[src/rtl/cmp_pkg.sv]
// Shared encodings for the sequential magnitude comparator:
// FSM state constants and one-hot result constants {gt, eq, lt}.
package cmp_pkg;

  localparam logic [1:0] ST_IDLE = 2'd0;
  localparam logic [1:0] ST_CMP  = 2'd1;
  localparam logic [1:0] ST_DONE = 2'd2;

  localparam logic [2:0] RES_GT = 3'b100;
  localparam logic [2:0] RES_EQ = 3'b010;
  localparam logic [2:0] RES_LT = 3'b001;

endpackage

[src/rtl/cmp_chunk.sv]
// Combinational CHUNK-bit unsigned comparator used for one slice per cycle.
module cmp_chunk #(
  parameter int CHUNK = 4
) (
  input  logic [CHUNK-1:0] a,
  input  logic [CHUNK-1:0] b,
  output logic             chunk_gt,
  output logic             chunk_eq
);

  assign chunk_gt = (a > b);
  assign chunk_eq = (a == b);

endmodule

[src/rtl/seq_magnitude_comparator.sv]
// Multi-cycle magnitude comparator: captures A/B on start, compares one
// CHUNK-bit slice per cycle from the MSB end, and reports one-hot gt/eq/lt
// with a single-cycle done pulse.
//
// Handshake: start is sampled only while idle; an accepted start launches one
// operation, busy stays high until the done cycle inclusive, and any start
// seen while busy is dropped (no queuing).
//
// Optional build macro SEQ_CMP_EARLY_EXIT_EN: when defined, the compare ends
// on the first differing chunk instead of always walking all NCHUNK chunks.
// Results are identical in both builds; only done/busy timing differs.
module seq_magnitude_comparator
  import cmp_pkg::*;
#(
  parameter int WIDTH = 16,
  parameter int CHUNK = 4
) (
  input  logic             clk,
  input  logic             rst_n,
  input  logic             start,
  input  logic [WIDTH-1:0] a,
  input  logic [WIDTH-1:0] b,
  input  logic             is_signed,
  output logic             busy,
  output logic             done,
  output logic             gt,
  output logic             eq,
  output logic             lt
);

  localparam int NCHUNK = WIDTH / CHUNK;
  localparam int IDX_W  = (NCHUNK > 1) ? $clog2(NCHUNK) : 1;
  // Flipping the sign bit maps two's-complement order onto unsigned order.
  localparam logic [WIDTH-1:0] MSB_MASK = WIDTH'(1) << (WIDTH - 1);

  logic [1:0]       state_q;
  logic [1:0]       state_d;
  logic [WIDTH-1:0] a_q;
  logic [WIDTH-1:0] b_q;
  logic [IDX_W-1:0] idx_q;
  logic             found_q;    // a differing chunk has already been seen
  logic [2:0]       res_q;      // frozen result of the first difference
  logic [2:0]       res_out_q;  // result presented on gt/eq/lt

  logic [CHUNK-1:0] a_chunk;
  logic [CHUNK-1:0] b_chunk;
  logic             chunk_gt;
  logic             chunk_eq;
  logic             cmp_last;
  logic [2:0]       final_res;

  // Select the slice addressed by idx from both captured operands.
  always_comb begin
    a_chunk = '0;
    b_chunk = '0;
    for (int i = 0; i < NCHUNK; i++) begin
      if (idx_q == IDX_W'(i)) begin
        a_chunk = a_q[i*CHUNK +: CHUNK];
        b_chunk = b_q[i*CHUNK +: CHUNK];
      end
    end
  end

  cmp_chunk #(.CHUNK(CHUNK)) u_cmp_chunk (
    .a        (a_chunk),
    .b        (b_chunk),
    .chunk_gt (chunk_gt),
    .chunk_eq (chunk_eq)
  );

  // Decide whether this CMP cycle is the last one and what the result is.
  always_comb begin
`ifdef SEQ_CMP_EARLY_EXIT_EN
    cmp_last = (idx_q == '0) || (!found_q && !chunk_eq);
`else
    cmp_last = (idx_q == '0);
`endif
    if (found_q)       final_res = res_q;
    else if (!chunk_eq) final_res = chunk_gt ? RES_GT : RES_LT;
    else               final_res = RES_EQ;
  end

  // State register.
  always_ff @(posedge clk or negedge rst_n) begin
    if (!rst_n) state_q <= ST_IDLE;
    else        state_q <= state_d;
  end

  // Next-state logic.
  always_comb begin
    state_d = state_q;
    case (state_q)
      ST_IDLE: if (start) state_d = ST_CMP;
      ST_CMP:  if (cmp_last) state_d = ST_DONE;
      ST_DONE: state_d = ST_IDLE;
      default: state_d = ST_IDLE;
    endcase
  end

  // FSM outputs.
  always_comb begin
    busy = (state_q != ST_IDLE);
    done = (state_q == ST_DONE);
  end

  // Operand capture, chunk index walk, and result freeze/publish.
  always_ff @(posedge clk or negedge rst_n) begin
    if (!rst_n) begin
      a_q       <= '0;
      b_q       <= '0;
      idx_q     <= '0;
      found_q   <= 1'b0;
      res_q     <= '0;
      res_out_q <= '0;
    end else begin
      if (state_q == ST_IDLE && start) begin
        a_q     <= is_signed ? (a ^ MSB_MASK) : a;
        b_q     <= is_signed ? (b ^ MSB_MASK) : b;
        idx_q   <= IDX_W'(NCHUNK - 1);
        found_q <= 1'b0;
        res_q   <= '0;
      end else if (state_q == ST_CMP) begin
        if (!found_q && !chunk_eq) begin
          found_q <= 1'b1;
          res_q   <= chunk_gt ? RES_GT : RES_LT;
        end
        if (idx_q != '0) idx_q <= idx_q - IDX_W'(1);
        if (cmp_last) res_out_q <= final_res;
      end
    end
  end

  assign gt = res_out_q[2];
  assign eq = res_out_q[1];
  assign lt = res_out_q[0];

endmodule

[config.mk]
export PLATFORM = sky130hd
export DESIGN_NAME = seq_magnitude_comparator
export DESIGN_NICKNAME = d
export VERILOG_FILES = /design/src/rtl/cmp_pkg.sv /design/src/rtl/cmp_chunk.sv /design/src/rtl/seq_magnitude_comparator.sv
export SDC_FILE = /design/constraint.sdc
export NUM_CORES = 1
export LEC_CHECK = 0
export BUFFER_PORTS_ARGS = -buffer_cell sky130_fd_sc_hd__buf_2
export CAP_MARGIN = 20
export CORE_ASPECT_RATIO = 1.1
export CORE_MARGIN = 2
export CORE_UTILIZATION = 25
export CTS_CLUSTER_SIZE = 25
export DETAILED_ROUTE_END_ITERATION = 8
export PLACE_DENSITY = 0.43
export RECOVER_POWER = 50
export SYNTH_ARGS = -nofsm -noshare
export SYNTH_HDL_FRONTEND = slang
export SYNTH_SLANG_ARGS = --single-unit
[constraint.sdc]
create_clock -name clk -period 3 [get_ports clk]
set_input_delay 0.6 -clock clk [delete_from_list [all_inputs] [get_ports clk]]
set_output_delay 0.6 -clock clk [all_outputs]
set_load 0.005 [all_outputs]
==> results_dict.tcl, run 1 <==
set metrics [dict create \
    globalplace.congestion 0.775 \
    ys_top_cells_by_area "dfrtp_1, nand2_1, ha_1" \
    setup_viol 0 \
    required_ns 3.19 \
    worst_pin_slew_ns 2.25 \
    wire_per_inst_um 12.4 \
    routed_wl_um 4780 \
    io_buffer_count 40 \
    multi_input_area_sq_um 936 \
    grt_pass1_vias 1827 \
    powerDensity_mw_per_mm2 1060 \
    finClkSkew_ns 0.0106 \
    syn_inst 239 \
    root_buffer "clkbuf_8" \
    cts_resized 0 \
    leakagePower_nw 1.26 \
    h-tree-depth 2 \
    synth_top_area_cell "dfrtp_1" \
    design_area_sq_mm 0.00245 \
    synth.distinct_cells 30 \
    pre_cts_ws_ns 0.285 \
    start_util 0.260 \
    tns_ns 0 \
    hold_violations 0 \
    antenna_cells 0 \
    post-route-util 0.306 \
    synth_top_area_share 0.506 \
    dpl.hpwl_um 3500 \
    placed_cells 379 \
    ys_seq_elements 42 \
    place_area_sq_mm 0.00237 \
    hold_class "in2reg" \
    coreArea_sq_mm 0.00800 \
    critical_path_class "reg2reg" \
    peakVddDrop_mv 0.263 \
    cts_made_buffers 5 \
    route.antenna.remaining_nets 0 \
    crit_family "compound AO/OA/AOI/OAI gates" \
    first_iter_violations 37 \
    ys_seq_area_frac 0.506 \
    yosys-top-cells-count "nand2_1, dfrtp_1, a21oi_1, nor2_1" \
    finalCriticalPeriod_ns 2.71 \
    rsz0062_at_grt "no" \
    synthArstFlopShare 1.00 \
    register_area_sq_mm 0.00105 \
    clockBufferDepth 2 \
    nFillCells 909 \
    crit_path_max_incr_delay_ns 0.45 \
    dieWidth_um 90.9 \
    die_y_um 99.6 \
    fin_crit_sh 0.903 \
    crit_chain "inv_1 > ha_1 > nor2b_4 > a221o_1 > o21ai_1 > o21ai_1 > ha_1 > a41oi_1 > nand2_1 > nand3_1 > o21ai_1" \
    syn_nets 283 \
    syn_area_per_cell_sq_um 8.69 \
    area_growth_pct 17.9 \
    io_pins 41 \
    grt_pass1_wl_um 8600 \
    drive_gt1_frac 0.215 \
    yosys_most_used_dff "dfrtp_1" \
    finalMaxSlewViolations 43 \
    fmax_ghz 0.369 \
    postCtsSetupRepairBufs 0 \
    cpMostUsedCell "o21ai_1" \
    finalNonFillerCells 387 \
    ys.warnings.count 0 \
    fp-row-count 34 \
    crit_path_end_kind "flop" \
    antenna_found_initial 0 \
    maxCapViolations 1 \
    path_buf_inv 1 \
    cts_tree "built" \
    critPathArrivalTime_ns 2.90 \
    grt.overflow.total 0 \
    start_kind "flop" \
    syn_area_sq_mm 0.00208 \
    final.setup.worst_slack_ns 0.291 \
    critPathMaxFanout 10 \
    violations "max-capacitance violations, max-slew violations" \
    die-area_sq_mm 0.00905 \
    clk_latency_ns 0.30 \
    status "finished with violations" \
    relSlewSlack -0.497 \
    synth_edf_count 0 \
    yosysMostFrequentCell "nand2_1" \
    clkTransAtPathRegs_ns 0.09 \
    slowest_stage "ha_1" \
    drc_errors 0 \
    viasPerCell 4.24 \
    final_nets 322 \
    firstDrtPassIters 4 \
    vias 1641 \
    grt_max_degree 43 \
    cts_hold_buffers 0 \
    grt_usage 0.119 \
    cts_sinks 42 \
]
metal layers:
| layer | up-vias | global-route usage | wire, um |
|---|---|---|---|
| li1 | 860 | - | - |
| met1 | 743 | 0.151 | 2300 |
| met2 | 30 | 0.201 | 2240 |
| met3 | 8 | 0.0212 | 158 |
| met4 | 0 | 0.0455 | 91 |
| met5 | - | 0 | 0 |
kinds of logic (layout without fill, tap and decap cells):
group                    after synthesis  after routing  synth area share
flip-flops                            42             42             0.506
buffers and inverters                 17             57            0.0422
multiplexers                           1              1           0.00482
AO/OA/AOI/OAI                         37             37             0.132
adder cells (fa/ha/maj)                8              8            0.0482
AND/OR/NAND/NOR                      132            132             0.258
XOR/XNOR                               2              2           0.00844
power breakdown:
group / internal [W] / switching [W]
combinational: 0.000482 / 0.000722
clock: 0.000164 / 0.000201
sequential: 0.000824 / 0.000200
layout make-up:
cell class | instances | share of cell area
tap | 108 | 0.0552
multi-input combinational | 180 | 0.382
clock inverter | 2 | 0.00562
timing repair buffer | 42 | 0.0874
inverter | 7 | 0.0107
clock buffer | 6 | 0.0296
sequential | 42 | 0.429
worst register-to-register path: stages (launching register included):
cell and delay, ns:
dfrtp_1 0.43, inv_1 0.09, ha_1 0.45, nor2b_4 0.14, a221o_1 0.34, o21ai_1 0.09
o21ai_1 0.08, ha_1 0.33, a41oi_1 0.29, nand2_1 0.18, nand3_1 0.12, o21ai_1 0.08
registers in the layout (all words and copies together), names as in the netlist:
signal	flops
found_q	1
b_q	16
res_out_q	3
res_q	2
a_q	16
state_q	2
idx_q	2
through the flow:
stage	total power [W]	hold slack, ns
after floorplan	0.00194	0.304
after global placement	0.00226	0.460
after CTS	0.00264	0.480
after global routing	0.00289	0.479
final	0.00259	0.483
after detailed placement	0.00226	0.462
final timing paths:
path,from,to,slack [ns],cells past startpoint
min in group asynchronous,rst_n,a_q[15]$_DFFE_PN0P_,0.96,1
max in group asynchronous,rst_n,res_out_q[1]$_DFFE_PN0P_,0.76,1
max,idx_q[1]$_DFFE_PN0P_,res_q[2]$_DFFE_PN0P_,0.29,11
min reg2reg,b_q[10]$_DFFE_PN0P_,b_q[10]$_DFFE_PN0P_,0.48,2
min,b[11],b_q[11]$_DFFE_PN0P_,0.48,3
max reg2reg,idx_q[1]$_DFFE_PN0P_,res_q[2]$_DFFE_PN0P_,0.29,11
layout by cell type, fill, tap and decap left out, types with 2 or more instances in the layout:
cell      instances
nand2_1         107
dfrtp_1          42
buf_2            39
nor2_1            9
a21oi_1           9
o21ai_1           8
ha_1              8
o21ai_0           7
inv_1             6
clkbuf_8          5
a221oi_2          4
nor3_1            4
nand3_1           4
a221o_1           3
nand2_2           2
xnor2_1           2
o211ai_2          2
clkbuf_1          2
buf_4             2
Note: power is estimated with default switching activity, not from simulation.
==> run 2, diff against run 1 <==
--- a/config.mk
+++ b/config.mk
@@ -5,11 +5,14 @@
 export SDC_FILE = /design/constraint.sdc
 export NUM_CORES = 1
 export LEC_CHECK = 0
+export ABC_AREA = 1
+export ABC_CLOCK_PERIOD_IN_PS = 3000
 export BUFFER_PORTS_ARGS = -buffer_cell sky130_fd_sc_hd__buf_2
 export CAP_MARGIN = 20
 export CORE_ASPECT_RATIO = 1.1
 export CORE_MARGIN = 2
 export CORE_UTILIZATION = 25
+export CTS_BUF_LIST = sky130_fd_sc_hd__clkbuf_4
 export CTS_CLUSTER_SIZE = 25
 export DETAILED_ROUTE_END_ITERATION = 8
 export PLACE_DENSITY = 0.43
==> run 2 against run 1 <==
The flow now finishes without violations; synthesized cell count rose by 11%; non-clock buffer count did not move; clock power fell by 24%; largest power group unchanged; core utilization fell by 2.0 points.
==> results_dict.tcl, run 2 <==
set metrics [dict create \
    vias 1684 \
    drive_gt1_frac 0.325 \
    antenna_cells 0 \
    leakagePower_nw 1.32 \
    rsz0062_at_grt "no" \
    finalMaxSlewViolations 0 \
    io_buffer_count 40 \
    largestRegisters "a_q (16), b_q (16), res_out_q (3)" \
    ys.warnings.count 0 \
    critical_path_class "reg2reg" \
    fp-row-count 36 \
    grt.overflow.total 0 \
    design_area_sq_mm 0.00253 \
    cts_made_buffers 5 \
    syn_area_per_cell_sq_um 8.50 \
    dieWidth_um 94.5 \
    coreArea_sq_mm 0.00883 \
    synth_top_area_cell "dfrtp_1" \
    first_iter_violations 75 \
    yosys-top-cells-count "nand2_1, nand2_2, dfrtp_1" \
    worst_pin_slew_ns 1.16 \
    grt_pass1_wl_um 8490 \
    die_y_um 104 \
    start_util 0.255 \
    maxCapViolations 0 \
    grt_max_degree 43 \
    synth_top_area_share 0.466 \
    routed_wl_um 4910 \
    firstDrtPassIters 4 \
    peakVddDrop_mv 0.245 \
    ys_seq_elements 42 \
    grt_pass1_vias 1776 \
    yosys_most_used_dff "dfrtp_1" \
    clockBufferDepth 2 \
    final.setup.worst_slack_ns 0.566 \
    h-tree-depth 2 \
    pre_cts_ws_ns 0.628 \
    power_w 0.00271 \
    finalCriticalPeriod_ns 2.43 \
    final_nets 348 \
    worst_r2r_path_depth 13 \
    status "complete, no violations" \
    antenna_found_initial 0 \
    crit_path_end_kind "flop" \
    ys_seq_area_frac 0.466 \
    powerDensity_mw_per_mm2 1070 \
    grt_usage 0.110 \
    wire_per_inst_um 11.7 \
    syn_inst 265 \
    drc_errors 0 \
    synthArstFlopShare 1.00 \
    finClkSkew_ns 0.00851 \
    cts_hold_buffers 0 \
    cts_sinks 42 \
    clkTransAtPathRegs_ns 0.12 \
    mostFrequentLayoutCells "nand2_1, nand2_2, dfrtp_1, buf_2, a21oi_1" \
    synth_edf_count 0 \
    root_buffer "clkbuf_4" \
    cts_resized 0 \
    syn_nets 309 \
    clk_latency_ns 0.35 \
    place_area_sq_mm 0.00248 \
    start_kind "flop" \
    fmax_ghz 0.411 \
    viasPerCell 4.02 \
    hold_violations 0 \
    fin_crit_sh 0.811 \
    ys_top_cells_by_area "dfrtp_1, nand2_1, nand2_2" \
    die-area_sq_mm 0.00979 \
    required_ns 3.24 \
    postCtsSetupRepairBufs 0 \
    cts_tree "built" \
    hold_class "in2async" \
    route.antenna.remaining_nets 0 \
    synth.distinct_cells 21 \
    syn_area_sq_mm 0.00225 \
    tns_ns 0 \
    yosysMostFrequentCell "nand2_1" \
    dpl.hpwl_um 3590 \
    io_pins 41 \
    area_growth_pct 12.1 \
    globalplace.congestion 0.732 \
    relSlewSlack 0.225 \
    layout.cells.most_common "nand2_1" \
    setup_viol 0 \
    critPathMaxFanout 9 \
    critPathArrivalTime_ns 2.67 \
]
-- run 2: cell types whose count changed in the layout (fill, tap and decap cells not counted), moves of 3 or more --
cell      change
a221o_1       -3
inv_1         +8
nor3_1        -4
a221oi_2      -4
clkbuf_8      -5
nand2_2      +43
clkbuf_4      +6
a21oi_1       +9
nand2_1      -20
-- run 2: layer usage --
layer	global-route usage	up-vias	routed length, um
li1	-	903	-
met5	0	-	0
met1	0.147	743	2320
met3	0.0247	6	177
met4	0.0342	0	71
met2	0.177	32	2340
-- run 2: worst max-delay path, cell delays in order (launching register included) --
cell and delay [ns]:
dfrtp_1 0.44, inv_1 0.10, ha_1 0.35, inv_1 0.22, nor2_1 0.13, nor2_1 0.05, a22oi_1 0.20, ha_1 0.26
nand2_1 0.08, nor2_1 0.06, nor2_1 0.16, nand2_1 0.11, nand3_1 0.08, nand2_1 0.07
-- run 2: where the power goes --
group / internal [W] / switching (W) / total (W)
sequential: 0.000840 / 0.000212 / 0.00105
clock: 0.0000973 / 0.000179 / 0.000276
combinational: 0.000537 / 0.000844 / 0.00138
total: 0.00147 / 0.00123 / 0.00271
-- run 2: through the flow --
step	hold WS, ns	utilization	cells
2_1_floorplan	0.304	-	265
3_3_place_gp	0.463	0.281	410
3_5_place_dp	0.472	0.281	410
4_1_cts	0.406	0.287	418
5_1_grt	0.417	0.286	419
6_report	0.433	0.286	419
-- run 2: cell families after synthesis --
kind of cell               count (synthesis)  share of synthesized area
DFF                                       42                      0.466
AOI/OAI and AO/OA                         34                     0.0794
buffers and inverters                     27                     0.0822
adders and majority gates                  8                     0.0444
xor gates and xnor gates                   2                    0.00777
and+or+nand+nor                          152                      0.320
-- run 2: final timing paths --
kind / startpoint / to / slack [ns]
max in group asynchronous: rst_n / b_q[8]$_DFFE_PN0P_ / 0.95
max: idx_q[0]$_DFFE_PN0P_ / res_q[2]$_DFFE_PN0P_ / 0.57
max reg2reg: idx_q[0]$_DFFE_PN0P_ / res_q[2]$_DFFE_PN0P_ / 0.57
min: rst_n / a_q[6]$_DFFE_PN0P_ / 0.43
min in group clk: b[0] / b_q[0]$_DFFE_PN0P_ / 0.43
min reg2reg: res_out_q[2]$_DFFE_PN0P_ / res_out_q[2]$_DFFE_PN0P_ / 0.49
-- run 2: layout make-up --
class	instances	area [sq um]
clock inverter	2	8.76
sequential	42	1050
clock buffer	6	45.0
timing repair buffer	42	210
multi-input combinational	196	1000
tap	114	143
fill	1027	6300
inverter	17	63.8
==> run 3, diff against run 2 <==
--- a/config.mk
+++ b/config.mk
@@ -6,7 +6,7 @@
 export NUM_CORES = 1
 export LEC_CHECK = 0
 export ABC_AREA = 1
-export ABC_CLOCK_PERIOD_IN_PS = 3000
+export ABC_CLOCK_PERIOD_IN_PS = 2200
 export BUFFER_PORTS_ARGS = -buffer_cell sky130_fd_sc_hd__buf_2
 export CAP_MARGIN = 20
 export CORE_ASPECT_RATIO = 1.1
@@ -15,7 +15,7 @@
 export CTS_BUF_LIST = sky130_fd_sc_hd__clkbuf_4
 export CTS_CLUSTER_SIZE = 25
 export DETAILED_ROUTE_END_ITERATION = 8
-export PLACE_DENSITY = 0.43
+export PLACE_DENSITY = 0.45
 export RECOVER_POWER = 50
 export SYNTH_ARGS = -nofsm -noshare
 export SYNTH_HDL_FRONTEND = slang
==> constraint.sdc (replaced) <==
create_clock -name clk -period 2.2 [get_ports clk]
set_input_delay 0.44 -clock clk [delete_from_list [all_inputs] [get_ports clk]]
set_output_delay 0.44 -clock clk [all_outputs]
set_load 0.005 [all_outputs]
==> run 3 against run 2 <==
Sequential power grew 39%; critical path type unchanged; final area grew 7.6%; total power grew 53%; die area is the same; critical endpoint is now res_out_q[0]$_DFFE_PN0P_; highest routed layer unchanged; largest power group unchanged; clock skew grew 0.0021 ns; clock power grew 40%.
==> results_dict.tcl, run 3 (synthesis results as in run 2) <==
set metrics [dict create \
    peakVddDrop_mv 0.429 \
    vias 1757 \
    largestRegisters "a_q (16), b_q (16), res_out_q (3)" \
    grt_pass1_wl_um 8690 \
    critPathArrivalTime_ns 2.37 \
    grt_usage 0.112 \
    finClkSkew_ns 0.0106 \
    worst_pin_slew_ns 1.17 \
    drc_errors 0 \
    clockBufferDepth 2 \
    p_seq_frac 0.351 \
    start_util 0.255 \
    pwr-share-clk 0.093 \
    globalplace.congestion 0.797 \
    die_y_um 104 \
    timing.rr.start "idx_q[1]$_DFFE_PN0P_" \
    endpoint "res_out_q[0]$_DFFE_PN0P_" \
    design_area_sq_mm 0.00272 \
    routed_wl_um 5120 \
    relSlewSlack 0.222 \
    crit_path_max_incr_delay_ns 0.42 \
    swShare 0.459 \
    fp-row-count 36 \
    io_pins 41 \
    h-tree-depth 2 \
    r2r_end "res_out_q[0]$_DFFE_PN0P_" \
    r2r_slack_ns 0.11 \
    io_buffer_count 40 \
    drive_gt1_frac 0.412 \
    power.switching_w 0.00191 \
    cell_internal_pwr_w 0.00225 \
    grt_pass1_vias 1826 \
    worst_r2r_path_depth 12 \
    required_ns 2.48 \
    crit_chain "buf_4 > ha_4 > buf_4 > a21oi_1 > nand2_1 > a22oi_1 > ha_1 > nand2_2 > nor2_4 > nor2_4 > nand3_1 > a21oi_1" \
    critPathMaxFanout 4 \
    slowest_stage "dfrtp_1" \
    die-area_sq_mm 0.00979 \
    maxCapViolations 0 \
    finalCriticalPeriod_ns 2.09 \
    combPwrFrac 0.556 \
    place_area_sq_mm 0.00254 \
    critical_path_class "reg2reg" \
    status "complete, no violations" \
    mostFrequentLayoutCells "nand2_1, nand2_2, dfrtp_1, buf_2, a21oi_1" \
    tns_ns 0 \
    wire_per_inst_um 12.1 \
    power_w 0.00416 \
    powerDensity_mw_per_mm2 1530 \
    hold_path.startpoint "b[6]" \
    first_iter_violations 89 \
    hold_class "in2reg" \
    clkTransAtPathRegs_ns 0.13 \
    grt.overflow.total 0 \
    fin_crit_sh 0.950 \
    root_buffer "clkbuf_4" \
    viasPerCell 4.13 \
    leakagePower_nw 1.37 \
    crit_path_end_kind "flop" \
    layout.cells.most_common "nand2_1" \
    cts_tree "built" \
    rsz0062_at_grt "yes" \
    final_nets 354 \
    start_kind "flop" \
    hold_violations 0 \
    finalMaxSlewViolations 0 \
    firstDrtPassIters 4 \
    dpl.hpwl_um 3780 \
    grt_max_degree 34 \
    setup_viol 0 \
    critPathLaunch "idx_q[1]$_DFFE_PN0P_" \
    fmax_ghz 0.478 \
    route.antenna.remaining_nets 0 \
    dieWidth_um 94.5 \
    area_growth_pct 20.7 \
    antenna_cells 0 \
    cts_sinks 42 \
    coreArea_sq_mm 0.00883 \
    antenna_found_initial 0 \
    clk_latency_ns 0.35 \
    cts_made_buffers 5 \
]
## run 3: cell count changes in the layout (fill, tap and decap cells not counted), moves of 3 or more
cell / previous run / this run
inv_1: 14 / 9
buf_4: 1 / 5
ha_1: 8 / 4
inv_2: 3 / 7
nand2_1: 87 / 83
nand2_2: 45 / 49
o21ai_0: 7 / 3
ha_4: 0 / 3
## run 3: what timing repair did
item	in CTS	in global routing
buffers inserted	1	0
endpoints found under the setup margin	5	6
hold buffers	0	0
pin swaps	0	8
resized for setup	5	25
cloned	0	1
## run 3: through the flow
stage | hold WS, ns | cells | worst slack (ns) | utilization
after floorplan | 0.144 | 265 | 0.184 | -
after global placement | 0.434 | 415 | -0.0504 | 0.288
after detailed placement | 0.435 | 415 | -0.119 | 0.288
after CTS | 0.0398 | 424 | 0.00204 | 0.297
after global routing | 0.261 | 425 | -0.0415 | 0.308
final | 0.269 | 425 | 0.110 | 0.308
## run 3: power groups by stage
| stage | clock network [W] | logic [W] | registers [W] |
|---|---|---|---|
| 2_1_floorplan | 0 | 0.00163 | 0.00137 |
| 3_3_place_gp | 0 | 0.00198 | 0.00147 |
| 3_5_place_dp | 0 | 0.00200 | 0.00146 |
| 4_1_cts | 0.000397 | 0.00207 | 0.00145 |
| 5_1_grt | 0.000434 | 0.00268 | 0.00151 |
| 6_report | 0.000386 | 0.00231 | 0.00146 |
## run 3: final cells by class
class | instances | area [sq um]
clock buffers | 6 | 45.0
clock inverters | 2 | 8.76
multi-input cells | 196 | 1100
repair buffers | 48 | 302
fillers | 1020 | 6110
well taps | 114 | 143
flip-flops and latches | 42 | 1050
inverters | 17 | 66.3
## run 3: worst min-delay path by stage
| stage | slack [ns] | depth (start not counted) | to |
|---|---|---|---|
| 5_1_grt | 0.26 | 3 | b_q[0]$_DFFE_PN0P_ |
| 4_1_cts | 0.04 | 1 | state_q[0]$_DFFE_PN0P_ |
| 3_5_place_dp | 0.43 | 1 | state_q[0]$_DFFE_PN0P_ |
| 2_1_floorplan | 0.14 | 0 | a_q[0]$_DFFE_PN0P_ |
| 3_3_place_gp | 0.43 | 1 | state_q[0]$_DFFE_PN0P_ |
| 6_report | 0.27 | 3 | b_q[6]$_DFFE_PN0P_ |
## run 3: worst max-delay path: cells and delay by family (launching register included)
| family | cells | cell delay, ns |
|---|---|---|
| AO/OA/AOI/OAI | 3 | 0.41 |
| adder cells (fa/ha/maj) | 2 | 0.45 |
| buffers and inverters | 2 | 0.30 |
| flip-flops | 1 | 0.42 |
| AND/OR/NAND/NOR | 5 | 0.43 |
## run 3: metal layers
layer | GRT usage | part of all wire
met5 | 0 | 0
met4 | 0.0280 | 0.017
met3 | 0.0284 | 0.040
met2 | 0.181 | 0.47
met1 | 0.151 | 0.47
